<file path="config.mk">
export PLATFORM = sky130hd
export DESIGN_NAME = mem_port_arbiter
export DESIGN_NICKNAME = d
export VERILOG_FILES = /design/src/rtl/mem_port_arbiter.sv
export SDC_FILE = /design/constraint.sdc
export NUM_CORES = 1
export LEC_CHECK = 0
export CAP_MARGIN = 20
export CORE_ASPECT_RATIO = 1.2
export CORE_MARGIN = 2
export CORE_UTILIZATION = 39
export DETAILED_ROUTE_END_ITERATION = 7
export HOLD_SLACK_MARGIN = 0.02
export PLACE_DENSITY = 0.79
export SLEW_MARGIN = 0
export SYNTH_ARGS = -nofsm -noshare
export SYNTH_HDL_FRONTEND = slang
export SYNTH_SLANG_ARGS = --single-unit
</file>
<file path="constraint.sdc">
create_clock -name i_clock -period 2 [get_ports i_clock]
set_clock_uncertainty 0.05 [all_clocks]
set_input_delay 0.2 -clock i_clock [delete_from_list [all_inputs] [get_ports i_clock]]
set_output_delay 0.2 -clock i_clock [all_outputs]
set_load 0.02 [all_outputs]
</file>
<file path="src/rtl/mem_port_arbiter.sv">
// -----------------------------------------------------------------------------
// mem_port_arbiter
//
// Shares one single-port memory between instruction fetch and the load/store
// stage. Data accesses win arbitration unless fetch has been passed over
// STARVE_LIMIT consecutive times. One access is in flight at a time: IDLE
// (arbitrate) -> ACCESS (LATENCY cycles, strobes held) -> DONE (one-cycle ack).
//
// Ports:
//   i_clock, i_reset                   clock, synchronous active-high reset
//   i_fetch_req/i_fetch_addr           fetch request and address
//   o_fetch_data/o_fetch_ack           fetched word and completion pulse
//   o_fetch_stall                      fetch stage stall
//   i_data_re/i_data_we                load / store request
//   i_data_addr/i_data_wr_data         load/store address and store data
//   o_data_rd_data/o_data_ack          load result and completion pulse
//   o_data_stall                       MEM stage stall
//   o_mem_addr/o_mem_wr_data           memory address and write data
//   o_mem_re/o_mem_we                  memory strobes (only during ACCESS)
//   i_mem_rd_data                      memory read data, valid in last ACCESS
//   o_error_flag                       sticky: load and store requested at once
// -----------------------------------------------------------------------------
module mem_port_arbiter #(
    parameter int ADDR_WIDTH   = 32,
    parameter int DATA_WIDTH   = 32,
    parameter int LATENCY      = 2,
    parameter int STARVE_LIMIT = 4
) (
    input  logic                  i_clock,
    input  logic                  i_reset,
    input  logic                  i_fetch_req,
    input  logic [ADDR_WIDTH-1:0] i_fetch_addr,
    output logic [DATA_WIDTH-1:0] o_fetch_data,
    output logic                  o_fetch_ack,
    output logic                  o_fetch_stall,
    input  logic                  i_data_re,
    input  logic                  i_data_we,
    input  logic [ADDR_WIDTH-1:0] i_data_addr,
    input  logic [DATA_WIDTH-1:0] i_data_wr_data,
    output logic [DATA_WIDTH-1:0] o_data_rd_data,
    output logic                  o_data_ack,
    output logic                  o_data_stall,
    output logic [ADDR_WIDTH-1:0] o_mem_addr,
    output logic [DATA_WIDTH-1:0] o_mem_wr_data,
    output logic                  o_mem_re,
    output logic                  o_mem_we,
    input  logic [DATA_WIDTH-1:0] i_mem_rd_data,
    output logic                  o_error_flag
);

    localparam int CW = (LATENCY > 1) ? $clog2(LATENCY) : 1;
    localparam int SW = $clog2(STARVE_LIMIT + 1);
    localparam logic [CW-1:0] CNT_LOAD   = CW'(LATENCY - 1);
    localparam logic [SW-1:0] STARVE_MAX = SW'(STARVE_LIMIT);

    typedef enum logic [1:0] {S_IDLE, S_ACCESS, S_DONE} state_t;

    state_t                r_state;
    logic [CW-1:0]         r_cnt;
    logic [SW-1:0]         r_starve;
    logic                  r_owner_data;   // 1: access belongs to the MEM stage
    logic [ADDR_WIDTH-1:0] r_mem_addr;
    logic [DATA_WIDTH-1:0] r_mem_wr_data;
    logic                  r_mem_re;
    logic                  r_mem_we;
    logic [DATA_WIDTH-1:0] r_fetch_data;
    logic [DATA_WIDTH-1:0] r_data_rd_data;
    logic                  r_fetch_ack;
    logic                  r_data_ack;
    logic                  r_error;

    logic w_data_pend;
    logic w_starved;
    logic w_grant_fetch;
    logic w_grant_data;

    assign w_data_pend   = i_data_re | i_data_we;
    assign w_starved     = (r_starve == STARVE_MAX);
    // Fetch wins only when data is idle or fetch has waited long enough.
    assign w_grant_fetch = i_fetch_req & (~w_data_pend | w_starved);
    assign w_grant_data  = w_data_pend & ~w_grant_fetch;

    always_ff @(posedge i_clock) begin
        if (i_reset) begin
            r_state        <= S_IDLE;
            r_cnt          <= '0;
            r_starve       <= '0;
            r_owner_data   <= 1'b0;
            r_mem_addr     <= '0;
            r_mem_wr_data  <= '0;
            r_mem_re       <= 1'b0;
            r_mem_we       <= 1'b0;
            r_fetch_data   <= '0;
            r_data_rd_data <= '0;
            r_fetch_ack    <= 1'b0;
            r_data_ack     <= 1'b0;
            r_error        <= 1'b0;
        end else begin
            // NOTE: non-blocking throughout, and the acks default low here so
            // they are single-cycle pulses without an explicit clear path.
            r_fetch_ack <= 1'b0;
            r_data_ack  <= 1'b0;
            if (i_data_re && i_data_we) begin
                r_error <= 1'b1;
            end

            case (r_state)
                S_IDLE: begin
                    if (w_grant_fetch || w_grant_data) begin
                        r_state      <= S_ACCESS;
                        r_cnt        <= CNT_LOAD;
                        r_owner_data <= w_grant_data;
                        if (w_grant_data) begin
                            // Simultaneous load+store is performed as a store.
                            r_mem_addr    <= i_data_addr;
                            r_mem_wr_data <= i_data_wr_data;
                            r_mem_we      <= i_data_we;
                            r_mem_re      <= ~i_data_we;
                        end else begin
                            r_mem_addr    <= i_fetch_addr;
                            r_mem_wr_data <= '0;
                            r_mem_we      <= 1'b0;
                            r_mem_re      <= 1'b1;
                        end
                        // Count data grants that made a waiting fetch wait longer.
                        if (w_grant_data && i_fetch_req) begin
                            if (!w_starved) begin
                                r_starve <= r_starve + SW'(1);
                            end
                        end else begin
                            r_starve <= '0;
                        end
                    end
                end

                S_ACCESS: begin
                    if (r_cnt == '0) begin
                        if (r_mem_re) begin
                            if (r_owner_data) begin
                                r_data_rd_data <= i_mem_rd_data;
                            end else begin
                                r_fetch_data <= i_mem_rd_data;
                            end
                        end
                        r_data_ack    <= r_owner_data;
                        r_fetch_ack   <= ~r_owner_data;
                        r_mem_addr    <= '0;
                        r_mem_wr_data <= '0;
                        r_mem_re      <= 1'b0;
                        r_mem_we      <= 1'b0;
                        r_state       <= S_DONE;
                    end else begin
                        r_cnt <= r_cnt - CW'(1);
                    end
                end

                S_DONE: begin
                    // Requester sees its ack now; arbitration resumes next cycle.
                    r_state <= S_IDLE;
                end

                default: begin
                    r_state <= S_IDLE;
                end
            endcase
        end
    end

    assign o_fetch_data   = r_fetch_data;
    assign o_fetch_ack    = r_fetch_ack;
    assign o_fetch_stall  = i_fetch_req & ~r_fetch_ack;
    assign o_data_rd_data = r_data_rd_data;
    assign o_data_ack     = r_data_ack;
    assign o_data_stall   = w_data_pend & ~r_data_ack;
    assign o_mem_addr     = r_mem_addr;
    assign o_mem_wr_data  = r_mem_wr_data;
    assign o_mem_re       = r_mem_re;
    assign o_mem_we       = r_mem_we;
    assign o_error_flag   = r_error;

endmodule

</file>
==> results.ini <==
[power_and_ir_drop]
vdd.ir_drop.worst_uv=533
leakagePower_nw=3.61
power_mw=7.76
powerDensity_nw_per_um2=819

[sta]
finalMaxSlewViolations=0
period_needed_ps=1920
hold_violations=0
period_share_pct=95.8
tns_ps=0
worst_slew_pin_slew_ps=583
slew_headroom_pct=61.1
layout_setup_ws_ps=84.9
setup_violations=0
fmax_mhz=522

[routing]
drt_pass1_iterations=5
routed_wl_um=17900
wl_per_cell_um=17.4
vias=5401
drt_iter0_drc=467
drc=0
via_per_inst=5.23
drtAntennaViolNets=0

[finish]
final_core_util_pct=63.1
fin_cells=1033
fin_nets=952
nFillCells=1198
seq_area_um2=2800
antenna_cells=0
syn_to_final_growth_pct=58.4
drive_gt1_share_pct=7.24
multi_input_area_um2=2880

[logic_synthesis]
ys_async_sr_fraction_pct=0
ys_seq_elements=140
yosysTopAreaCell=dfxtp_1
synth.cell_area_um2=5980
syn_nets=705
synthCells=570
ys_top_cells_by_area=dfxtp_1 (47%), nand2b_1 (13%), mux2i_1 (11%)
ys_seq_area_share_pct=46.9
synth_edf_count=0
syn_area_per_cell_um2=10.5
synth_cell_types=37
synth-main-ff-cell=dfxtp_1
synth_top_area_share_pct=46.9
synth-warning-count=0

[place]
port_buffers=267
dp.cells=1002
dp_slack_ps=-105
finalWeightedCongestion=0.848
hpwl_um=12800

[cts]
path_clk_slew_ps=60
clk_latency_ps=410
cts_setup_buffers=0
root_buffer=clkbuf_16
cts_tree=built
cts.sinks=140
clock_path_buffers=2
htreeDepth=4
cts_buffers=17

[worst_setup_path]
cp_num_buf_inv=3
crit_family=buffers and inverters
cpMostUsedCell=clkdlybuf4s50_1
cp.arrival_ps=1670
worstPathMaxFanout=8
path_cells=clkdlybuf4s50_1, buf_4, nor2b_1, clkdlybuf4s50_1
critical_path.startpoint=i_fetch_req
reg2reg_from=r_state[1]
max_stage_delay_ps=640
critical_path_required_ps=1750
crit_type=primary input to output pin
start_kind=primary input
critPathCaptureType=output pin
cp_slowest_cell=clkdlybuf4s50_1

[grt]
grt_overflow=0
gr-usage-met3_pct=8.62
grt_util_met2_pct=38.1
met1_usage_pct=22.2
grt_pass1_vias=5674
grtUsageTotal_pct=21.5
grt_max_degree=97
grt_pass1_wl_um=27700
grt-busiest-layer=met2
antenna_found_initial=0

[floorplan]
core-area_um2=15000
fp.dieH_um=140
pin_count=268
die_x_um=117
rows=49
dieArea_um2=16300
initial_core_util_pct=39.8

[run]
drv_cap=0

[min_path]
hold_class=primary input to flip-flop
hold_start=i_reset

[status]
outcome=finished clean

-- Yosys cell counts (all sizes together), types with 2 or more instances --
| cell type | n |
|---|---|
| inv | 3 |
| or3 | 2 |
| nand2b | 128 |
| ha | 2 |
| nand3 | 3 |
| mux2i | 64 |
| nor2 | 5 |
| o21ai | 4 |
| nor2b | 2 |
| nor4 | 33 |
| nor4b | 33 |
| a221o | 32 |
| nor3b | 4 |
| a22o | 33 |
| a21oi | 9 |
| buf | 24 |
| dfxtp | 140 |
| clkbuf | 36 |
| nor3 | 2 |
-- per-stage QoR --
| stage | hold WS (ps) | cell area [um2] |
|---|---|---|
| after global placement | 399 | 8840 |
| after floorplan | 275 | 5980 |
| after CTS | 194 | 9470 |
| after detailed placement | 413 | 8870 |
| after global routing | 218 | 9480 |
| final | 205 | 9480 |
-- layout by cell type (no fill, tap or decap), types with 2 or more instances in the layout --
master,Yosys,final
a21oi_1,8,8
a221o_1,32,32
a22o_1,33,33
buf_12,0,6
buf_4,3,15
bufinv_16,0,4
clkbuf_1,36,4
clkbuf_16,0,17
clkbuf_8,0,2
clkdlybuf4s50_1,0,264
clkinv_2,0,4
dfxtp_1,140,140
ha_1,2,2
inv_1,3,3
mux2i_1,64,64
nand2b_1,128,128
nand3_1,3,2
nor2_1,5,4
nor2b_1,2,2
nor3b_1,4,3
nor4_1,32,32
nor4b_1,33,33
o21ai_0,3,3
or3_1,2,2
-- registers in the layout, indices dropped and copies added, names as in the netlist, 2 cells and up --
name / flops
o_fetch_data: 32
o_mem_wr_data: 32
o_mem_addr: 32
o_data_rd_data: 32
r_starve: 3
r_state: 2
-- layout make-up --
class / count / share of cell area (%)
inverters: 3 / 0.119
clock buffers: 23 / 4.94
repair buffers: 288 / 30.9
multi-input cells: 367 / 30.3
well taps: 204 / 2.69
flip-flops and latches: 140 / 29.6
clock inverters: 8 / 1.48
-- power breakdown --
group          total (mW)  internal (mW)  leakage (nW)  switching (mW)
combinational        1.43          0.771          2.17           0.661
sequential           3.06           2.96          1.14           0.104
clock                3.27           2.14         0.301            1.13
total                7.76           5.87          3.61            1.89
-- cells by family after synthesis --
| family | Yosys count | share of synthesized area (%) |
|---|---|---|
| simple gates | 219 | 24.3 |
| flops | 140 | 46.9 |
| compound gates | 82 | 12.1 |
| mux | 64 | 10.7 |
| buf+inv | 63 | 5.61 |
| fa+ha+maj | 2 | 0.418 |
-- worst register-to-register path, cell delays in order, from the launching register on --
cell	delay (ps)
dfxtp_1	360
or3b_2	520
nor3b_2	270
buf_12	290
mux2i_1	270
-- path summary, 6_finish.rpt --
check,end,slack [ps],depth (start not counted)
max,o_fetch_stall,80,4
min,o_error_flag,200,2
max reg2reg,o_fetch_data[13],160,4
min reg2reg,o_error_flag,420,2
-- routing by layer --
metal | vias to the layer above | wire [um] | share of wire (%)
met5 | - | 0 | 0
met4 | 0 | 509 | 2.8
met2 | 249 | 9240 | 52
met3 | 38 | 1610 | 9.0
li1 | 2569 | - | -
met1 | 2545 | 6570 | 37
-- timing repair --
action | in CTS | in global routing
hold buffers | 0 | 0
resized for setup | 1 | 1
hold endpoints to repair | 0 | 0
setup endpoints to repair | 1 | 1
(Power assumes the default switching activity.)
